[src/rtl/apb_const_reader_pkg.sv]
// rtl/apb_const_reader_pkg.sv - shared types and constants for the APB constant-register reader
//
// Purpose : FSM state encoding, peripheral register addresses and the reference
//           value of the PI register.
// Contents: state_t, ADDR_PI, ADDR_E, PI_BITS.

package apb_const_pkg;

  typedef enum logic [1:0] {
    IDLE   = 2'd0,
    SETUP  = 2'd1,
    ACCESS = 2'd2,
    RESP   = 2'd3
  } state_t;

  localparam logic [31:0] ADDR_PI = 32'h4;
  localparam logic [31:0] ADDR_E  = 32'h8;

  // IEEE-754 double of 3.1415
  localparam logic [63:0] PI_BITS = 64'h400921CAC083126F;

endpackage

[src/rtl/apb_const_reader_if.sv]
// rtl/apb_const_reader_if.sv - APB-style bus toward the constant-register peripheral
//
// Purpose : bundles the requester/peripheral bus signals.
// Ports   : master - drives PSEL, PENABLE, PWRITE, PRWADDR, PRWDATA;
//                    samples PRWDATA1 (upper word), PRWDATA2 (lower word), PREADY.
//           slave  - the mirror image.

interface apb_const_if;

  logic        PSEL;
  logic        PENABLE;
  logic        PWRITE;
  logic [31:0] PRWADDR;
  logic [31:0] PRWDATA;
  logic [31:0] PRWDATA1;
  logic [31:0] PRWDATA2;
  logic        PREADY;

  modport master (
    output PSEL, PENABLE, PWRITE, PRWADDR, PRWDATA,
    input  PRWDATA1, PRWDATA2, PREADY
  );

  modport slave (
    input  PSEL, PENABLE, PWRITE, PRWADDR, PRWDATA,
    output PRWDATA1, PRWDATA2, PREADY
  );

endinterface

[src/rtl/apb_const_reader_wait_timer.sv]
// rtl/apb_const_reader_wait_timer.sv - saturating ACCESS-phase wait counter
//
// Purpose : counts ACCESS cycles spent waiting for PREADY.
// Ports   : PCLK, PRESET (async, active-high)
//           clr     - zero the count (takes priority over en)
//           en      - advance the count by one, saturating at 8'hFF
//           expired - count has reached TIMEOUT-1

module apb_wait_timer #(
  parameter int TIMEOUT = 16
) (
  input  logic PCLK,
  input  logic PRESET,
  input  logic clr,
  input  logic en,
  output logic expired
);

  logic [7:0] count;

  always_ff @(posedge PCLK or posedge PRESET) begin
    if (PRESET) begin
      count <= 8'd0;
    end else if (clr) begin
      count <= 8'd0;
    end else if (en && (count != 8'hFF)) begin
      count <= count + 8'd1;
    end
  end

  assign expired = (count == 8'(TIMEOUT - 1));

endmodule

[src/rtl/apb_const_reader.sv]
// rtl/apb_const_reader.sv - single-outstanding APB requester with 64-bit split read data
//
// Purpose : accepts one command at a time, runs SETUP/ACCESS on the bus, waits
//           for PREADY up to TIMEOUT ACCESS cycles and returns {PRWDATA1, PRWDATA2}.
// Ports   : PCLK, PRESET (async, active-high)
//           cmd_valid/cmd_ready/cmd_write/cmd_addr/cmd_wdata - command request
//           rsp_valid/rsp_ready/rsp_data/rsp_err             - response, held until consumed
//           apb (apb_const_if.master)                        - peripheral bus
// Every output is decoded from, or is, a register; no input reaches an output
// combinationally.

module apb_const_reader
  import apb_const_pkg::*;
#(
  parameter int TIMEOUT = 16
) (
  input  logic               PCLK,
  input  logic               PRESET,
  input  logic               cmd_valid,
  output logic               cmd_ready,
  input  logic               cmd_write,
  input  logic [31:0]        cmd_addr,
  input  logic [31:0]        cmd_wdata,
  output logic               rsp_valid,
  input  logic               rsp_ready,
  output logic [63:0]        rsp_data,
  output logic               rsp_err,
  apb_const_if.master        apb
);

  state_t      state, state_nxt;
  logic        write_q;
  logic [31:0] addr_q;
  logic [31:0] wdata_q;
  logic [63:0] rsp_data_q;
  logic        rsp_err_q;
  logic        timer_clr;
  logic        timer_en;
  logic        expired;

  apb_wait_timer #(.TIMEOUT(TIMEOUT)) u_wait_timer (
    .PCLK    (PCLK),
    .PRESET  (PRESET),
    .clr     (timer_clr),
    .en      (timer_en),
    .expired (expired)
  );

  always_ff @(posedge PCLK or posedge PRESET) begin
    if (PRESET) begin
      state <= IDLE;
    end else begin
      state <= state_nxt;
    end
  end

  always_comb begin
    state_nxt = state;
    timer_clr = 1'b0;
    timer_en  = 1'b0;
    case (state)
      IDLE: begin
        if (cmd_valid) state_nxt = SETUP;
      end
      SETUP: begin
        timer_clr = 1'b1;
        state_nxt = ACCESS;
      end
      ACCESS: begin
        // PREADY is checked before expiry so a late ready still completes
        if (apb.PREADY || expired) begin
          state_nxt = RESP;
        end else begin
          timer_en = 1'b1;
        end
      end
      RESP: begin
        if (rsp_ready) state_nxt = IDLE;
      end
      default: state_nxt = IDLE;
    endcase
  end

  always_ff @(posedge PCLK or posedge PRESET) begin
    if (PRESET) begin
      write_q    <= 1'b0;
      addr_q     <= 32'd0;
      wdata_q    <= 32'd0;
      rsp_data_q <= 64'd0;
      rsp_err_q  <= 1'b0;
    end else begin
      if ((state == IDLE) && cmd_valid) begin
        write_q <= cmd_write;
        addr_q  <= cmd_addr;
        wdata_q <= cmd_wdata;
      end
      if (state == ACCESS) begin
        if (apb.PREADY) begin
          rsp_data_q <= write_q ? 64'd0 : {apb.PRWDATA1, apb.PRWDATA2};
          rsp_err_q  <= 1'b0;
        end else if (expired) begin
          rsp_data_q <= 64'd0;
          rsp_err_q  <= 1'b1;
        end
      end
    end
  end

  assign cmd_ready   = (state == IDLE);
  assign rsp_valid   = (state == RESP);
  assign rsp_data    = rsp_data_q;
  assign rsp_err     = rsp_err_q;
  assign apb.PSEL    = (state == SETUP) || (state == ACCESS);
  assign apb.PENABLE = (state == ACCESS);
  assign apb.PWRITE  = write_q;
  assign apb.PRWADDR = addr_q;
  assign apb.PRWDATA = wdata_q;

endmodule

[src/flat_wrapper.sv]
// flat-port wrapper written by rule: the top's interface ports become plain ports
module apb_const_reader_flat import apb_const_pkg::*;
#(
  parameter int TIMEOUT = 16
)
  (PCLK, PRESET, cmd_valid, cmd_ready, cmd_write, cmd_addr, cmd_wdata, rsp_valid, rsp_ready, rsp_data, rsp_err, apb_PSEL, apb_PENABLE, apb_PWRITE, apb_PRWADDR, apb_PRWDATA, apb_PRWDATA1, apb_PRWDATA2, apb_PREADY);
  apb_const_if apb_i ();
  input  logic PCLK;
  input  logic PRESET;
  input  logic cmd_valid;
  output logic cmd_ready;
  input  logic cmd_write;
  input  logic [31:0] cmd_addr;
  input  logic [31:0] cmd_wdata;
  output logic rsp_valid;
  input  logic rsp_ready;
  output logic [63:0] rsp_data;
  output logic rsp_err;
  output wire logic [$bits(apb_i.PSEL)-1:0] apb_PSEL;
  output wire logic [$bits(apb_i.PENABLE)-1:0] apb_PENABLE;
  output wire logic [$bits(apb_i.PWRITE)-1:0] apb_PWRITE;
  output wire logic [$bits(apb_i.PRWADDR)-1:0] apb_PRWADDR;
  output wire logic [$bits(apb_i.PRWDATA)-1:0] apb_PRWDATA;
  input wire logic [$bits(apb_i.PRWDATA1)-1:0] apb_PRWDATA1;
  input wire logic [$bits(apb_i.PRWDATA2)-1:0] apb_PRWDATA2;
  input wire logic [$bits(apb_i.PREADY)-1:0] apb_PREADY;
  assign apb_PSEL = apb_i.PSEL;
  assign apb_PENABLE = apb_i.PENABLE;
  assign apb_PWRITE = apb_i.PWRITE;
  assign apb_PRWADDR = apb_i.PRWADDR;
  assign apb_PRWDATA = apb_i.PRWDATA;
  assign apb_i.PRWDATA1 = apb_PRWDATA1;
  assign apb_i.PRWDATA2 = apb_PRWDATA2;
  assign apb_i.PREADY = apb_PREADY;
  apb_const_reader #(.TIMEOUT(TIMEOUT)) u_core (.PCLK(PCLK), .PRESET(PRESET), .cmd_valid(cmd_valid), .cmd_ready(cmd_ready), .cmd_write(cmd_write), .cmd_addr(cmd_addr), .cmd_wdata(cmd_wdata), .rsp_valid(rsp_valid), .rsp_ready(rsp_ready), .rsp_data(rsp_data), .rsp_err(rsp_err), .apb(apb_i));
endmodule
[config.mk]
export PLATFORM = sky130hd
export DESIGN_NAME = apb_const_reader_flat
export DESIGN_NICKNAME = d
export VERILOG_FILES = /design/src/rtl/apb_const_reader_pkg.sv /design/src/rtl/apb_const_reader_if.sv /design/src/rtl/apb_const_reader_wait_timer.sv /design/src/rtl/apb_const_reader.sv /design/src/flat_wrapper.sv
export SDC_FILE = /design/constraint.sdc
export NUM_CORES = 1
export LEC_CHECK = 0
export CAP_MARGIN = 20
export CORE_AREA = 2 2 122 124
export DETAILED_ROUTE_END_ITERATION = 10
export DIE_AREA = 0 0 124 126
export PLACE_DENSITY = 0.79
export SLEW_MARGIN = 40
export SYNTH_ARGS = -nofsm -noshare
export SYNTH_HDL_FRONTEND = slang
export SYNTH_HIERARCHICAL = 1
export SYNTH_SLANG_ARGS = --single-unit
export TNS_END_PERCENT = 20
[constraint.sdc]
create_clock -name PCLK -period 6.4 [get_ports PCLK]
set_input_delay 1.28 -clock PCLK [delete_from_list [all_inputs] [get_ports PCLK]]
set_output_delay 1.28 -clock PCLK [all_outputs]
set_load 0.03 [all_outputs]
* Yosys cells after proc, flatten, opt, wreduce, memory -nomap -nowiden
Cells that the tools add are included.
** Word-level totals
- Register bits :: 140
- Input bits :: 134
- Output and inout port bits :: 134
- Word-level logic and storage cells :: 39
** Cells by class
- Add/subtract/negate cells :: 1
- Equal/unequal tests :: 8
- Multiplexer cells :: 14
- Reduce and logical (&&, ||, !) cells :: 9
** Operator list (number)
- 64-bit 2-to-1 mux :: 3
- 8-bit 2-to-1 mux :: 2
- 8-bit by 1-bit adder with 8-bit output, second input constant :: 1
- 8-bit by 4-bit equality test with 1-bit output, second input constant :: 1
- 8-bit inequality test, second input constant :: 1
- 2-bit case mux with 4 select lines :: 1
- 2-bit 2-to-1 mux :: 3
- 1-bit 2-to-1 mux :: 5
- 2-bit equality test, second input constant :: 2
- 2-bit by 1-bit inequality test with 1-bit output, second input constant :: 2
- 2-bit nonzero test :: 2
- 3-bit AND reduction :: 1
- 2-bit by 1-bit equality test with 1-bit output, second input constant :: 1
- 1-bit logical AND :: 2
- 2-bit zero test :: 1
- 1-bit logical OR :: 2
- 2-bit inequality test, second input constant :: 1
- 2-bit AND reduction :: 1

* Logic depth before layout (Yosys ltp)
- Depth after elaboration :: 7
- Depth in mapped cells :: 8
- Gate-level depth less buffers :: 7

* Hierarchy
The synthesis kept the hierarchy.
** By module, submodules not included
- apb_const_reader :: times used 1, cells an instance 435, area an instance 5361.4 µm², sequential area each 3303.2 µm²
- apb_wait_timer :: times used 1, cells an instance 49, area an instance 491.7 µm², sequential area each 200.2 µm²

* Worst setup path before layout
No wires, ideal clock.
- Path kind :: input port to flip-flop
- From :: input port apb_PREADY
- To :: register u_core.u_wait_timer.count[3]
- Library setup time :: 128 ps
- Data arrival time :: 2211 ps
- Data required time :: 6272 ps
- Setup slack :: 4061 ps
- Stages on the path :: 4
- Buffers on the path :: 0
- Cells stage by stage :: nor3b_2 nand4_1 a21oi_1 mux2_1
** On the way
- Word-level cells in the longest chain between the ends :: 5
** Ends and longest elaborated chain
- start: declaration :: line flat_wrapper.sv:26 : input wire logic [$bits(apb_i.PREADY)-1:0] apb_PREADY;
- 1-bit logical OR :: line apb_const_reader.sv:71 : if (apb.PREADY || expired) begin
- 1-bit 2-to-1 mux :: line apb_const_reader.sv:71
- 1-bit 2-to-1 mux :: line apb_const_reader.sv:61 : case (state)
- 1-bit logical AND :: line apb_const_reader_wait_timer.sv:26 : end else if (en && (count != 8'hFF)) begin
- 2-bit nonzero test (no line)
- end signal: assignment :: line apb_const_reader_wait_timer.sv:27 : count <= count + 8'd1;
- end: declaration :: line apb_const_reader_wait_timer.sv:19 : logic [7:0] count;
Every way passes these cells.
A chain may end at the register's enable or synchronous reset.

* Final worst setup path
- From :: register u_core.state[0]
- To :: output port cmd_ready
** On the way
- Word-level cells in the longest chain between the ends :: 1
** Ends and longest elaborated chain
- start: declaration :: line apb_const_reader.sv:31 : state_t state, state_nxt;
- start signal: assignment :: line apb_const_reader.sv:53 : state <= state_nxt;
- 2-bit zero test :: line apb_const_reader.sv:109 : assign cmd_ready = (state == IDLE);
- end: declaration :: line flat_wrapper.sv:11 : output logic cmd_ready;
Every way passes these cells.

==> impl_results.md <==
* Count of final hold-check violations at 0
* Sequential power share at 0.286
* Sink Count at 140
* CP Class: flip-flop to primary output
* Top FF cell, synth: dfrtp_1
* Worst r2r src: u_core/u_wait_timer/count[0]$_DFFE_PP0P_
* Via density at slightly below 5
* #FFs+latches synth at 140
* Fraction of layout cells with a size suffix above 1 at 0.144
* Critical path fanouts, max at 4
* CP Launch Type: flip-flop
* Hold Buf Count CTS at 0
* # IOs at approximately 270
* Vias at approximately 4500
* RSZ-0062 raised after global routing: no
* Starting DRC count in detailed routing at 222
* # setup viols final at 0
* P_leak at roughly 4 nW
* TritonCTS clock tree: done
* Setup ws final at roughly 3100 ps
* Placed Area at 8580 sq um
* Max Transition Viols Final at 0
* Min-Delay Path Depth at 2
* Net switching power at between 2 and 2.5 mW
* FFs w/ async S/R, synth at 1.00
* Synth warn at 6
* GRT overflow at 0
* WHS Endpoint: u_core/rsp_data[43]$_DFFE_PP0P_
* Clk root buf: clkbuf_16
* Max_slew headroom at 0.477
* Critical Path AT at between 2000 and 2500 ps
* Logic pwr share at 0.503
* Fin crit share at 0.515
* Worst r2r dst: u_core/rsp_data[40]$_DFFE_PP0P_
* Setup WS pre-CTS at 2690 ps
* Final min period at 3300 ps
* Clk network pwr share at 0.210
* First-pass GRT wire length at 24400 um
* Post-Syn Nets at 623
* Net Sw Frac at 0.390
* Top cell type by total area after synthesis: dfrtp_1
* Routed WL at between 15000 and 20000 um
* Gr usage total at 0.203
* FMAX at about 300 MHz
* Min-delay src: u_core/rsp_data[43]$_DFFE_PP0P_
* Vias in the first global route at approximately 4700
* Final instance area at 9290 sq um
* Drt drc at 0
* Worst reg2reg setup slack at about 3700 ps
* Max stage delay cell, worst path: clkdlybuf4s50_1
* Worst-Margin Slew at 785 ps
* Area growth from synthesis to layout at 58.7%
* Buffers on Ports at around 270
* Die area at 15600 sq um
* N_diodes at 0
* Reg2Reg Depth at 8
* Synth top area share at 0.599
* CP max stage delay at 770 ps
* Synth area leaders: dfrtp_1 60%, mux2_4 13%, nand2_1 8.4%, o21ai_1 5.1%, mux2_2 3.1%
* DPL Wire Length at approximately 11000 um
* Part of the Yosys area used for sequential elements at 0.599
* TritonRoute pass-1 iters at 4
* Mapped Cells at 484
* Drt wl/cell at around 17 um
* Clock buffer count from CTS at 17
* Post-route ant nets at 0
* Clock Skew at 7.35 ps
* Site Rows at 44
* Top-count cell post-synth: dfrtp_1
* P_int at 3.32 mW
* Nets@finish at 881
* WHS at 484 ps
* Die height at approximately 130 um
* Post-CTS sizing at 0
* Crit-path cells: inv_1 > ha_1 > clkdlybuf4s50_1
* Die width at ~120 um
* Initial antenna violation count at 0
* Post-synth EDFFs at 0
* Largest net degree at the start of global routing at 89
* Setup bufs post-CTS at 0
* Placer's final routability congestion estimate at around 0.81
* Worst-case vdd ir drop at around 0.00026 V
* Initial Util at 0.409
* CP required at 5120 ps
* Max-cap violations at 0
* Status: finished, final reports clean
* Worst setup EP type: primary output
* Avg Cell Area, Syn at 12.1 sq um
* Setup crit start: u_core/state[0]$_DFFE_PP0P_
* Hold Crit Class: flip-flop to flip-flop
* H-tree depth at 4
* Fin Setup TNS at 0 ps
* Post-layout util at 0.649
* Reg clk slew, reported paths at around 60 ps
* Core area at 14300 sq um
* Cell Pwr Density at 587 nW/um^2
* Yosys cell types at 36
* Clk_lat worst skew at 420 ps
* Synthesized area at 5850 sq um
* Most frequent cells after synthesis: 140 x dfrtp_1, 131 x nand2_1, 60 x o21ai_1
* Max clock buf depth at 2
==> metal layers <==
layer	wire length, um	part of all wire	vias to the layer above	GRT usage
met3	1320	0.083	32	0.0657
met1	6080	0.38	2161	0.227
li1	-	-	2143	-
met5	0	0	-	0
met2	8090	0.51	200	0.355
met4	404	0.025	0	0.0826
==> critical path, delay by kind of cell, from the launching register on <==
kind / cells / cell delay [ps]
buffers and inverters: 2 / 870
DFF: 1 / 410
adders and majority gates: 1 / 320
==> how the worst max path moves through the flow <==
stage / to / cells after the start
finish: cmd_ready / 3
detailed placement: u_core/rsp_data[55]$_DFFE_PP0P_ / 4
global route: cmd_ready / 3
global placement: u_core/rsp_data[39]$_DFFE_PP0P_ / 4
CTS: u_core/rsp_data[40]$_DFFE_PP0P_ / 5
floorplan: u_core/apb.PRWADDR[0]$_DFFE_PP0P_ / 1
==> cells in the final DEF (no fill, tap or decap), types with 5 or more instances in the layout <==
master / n
clkdlybuf4s50_1: 267
dfrtp_1: 140
nand2_1: 130
o21ai_1: 60
mux2_4: 51
clkbuf_16: 17
mux2_2: 16
bufinv_16: 7
nor2b_1: 5
o21ai_0: 5
ha_1: 5
==> area by class of cell <==
cell class	count	area (sq um)
fillers	1094	5020
clock buffers	17	425
clock inverters	15	267
well taps	184	230
flip-flops and latches	140	3500
inverters	4	22.5
repair buffers	270	2700
multi-input cells	309	2140
==> power groups by stage <==
stage                     Combinational, mW  Sequential [mW]  Clock (mW)
after CTS                              2.76             1.57        1.17
after floorplan                       0.826             2.37           0
final                                  2.74             1.56        1.15
after detailed placement               2.74             1.57           0
after global placement                 2.70             1.54           0
after global routing                   2.89             1.62        1.20
==> flip-flops by register name, summed over array words and instances, names as in the netlist <==
| signal | flops |
|---|---|
| u_core/state | 2 |
| u_core/rsp_data | 64 |
| u_core/rsp_err | 1 |
| u_core/u_wait_timer/count | 8 |
| u_core/apb.PWRITE | 1 |
| u_core/apb.PRWADDR | 32 |
| u_core/apb.PRWDATA | 32 |
==> through the flow <==
stage               instances  total power, mW
finish                    939             5.45
detailed placement        906             4.31
floorplan                 484             3.19
global placement          906             4.24
CTS                       938             5.49
global route              939             5.71
==> cell families (layout without fill, tap and decap cells) <==
group | count (synthesis) | after routing | share of synthesized area
adder cells (fa/ha/maj) | 5 | 5 | 0.0107
buffers and inverters | 35 | 306 | 0.0406
multiplexers | 69 | 69 | 0.165
AND/OR/NAND/NOR | 157 | 157 | 0.112
flip-flops | 140 | 140 | 0.599
AO/OA/AOI/OAI | 78 | 78 | 0.0727
Note: power is estimated with default switching activity, not from simulation.
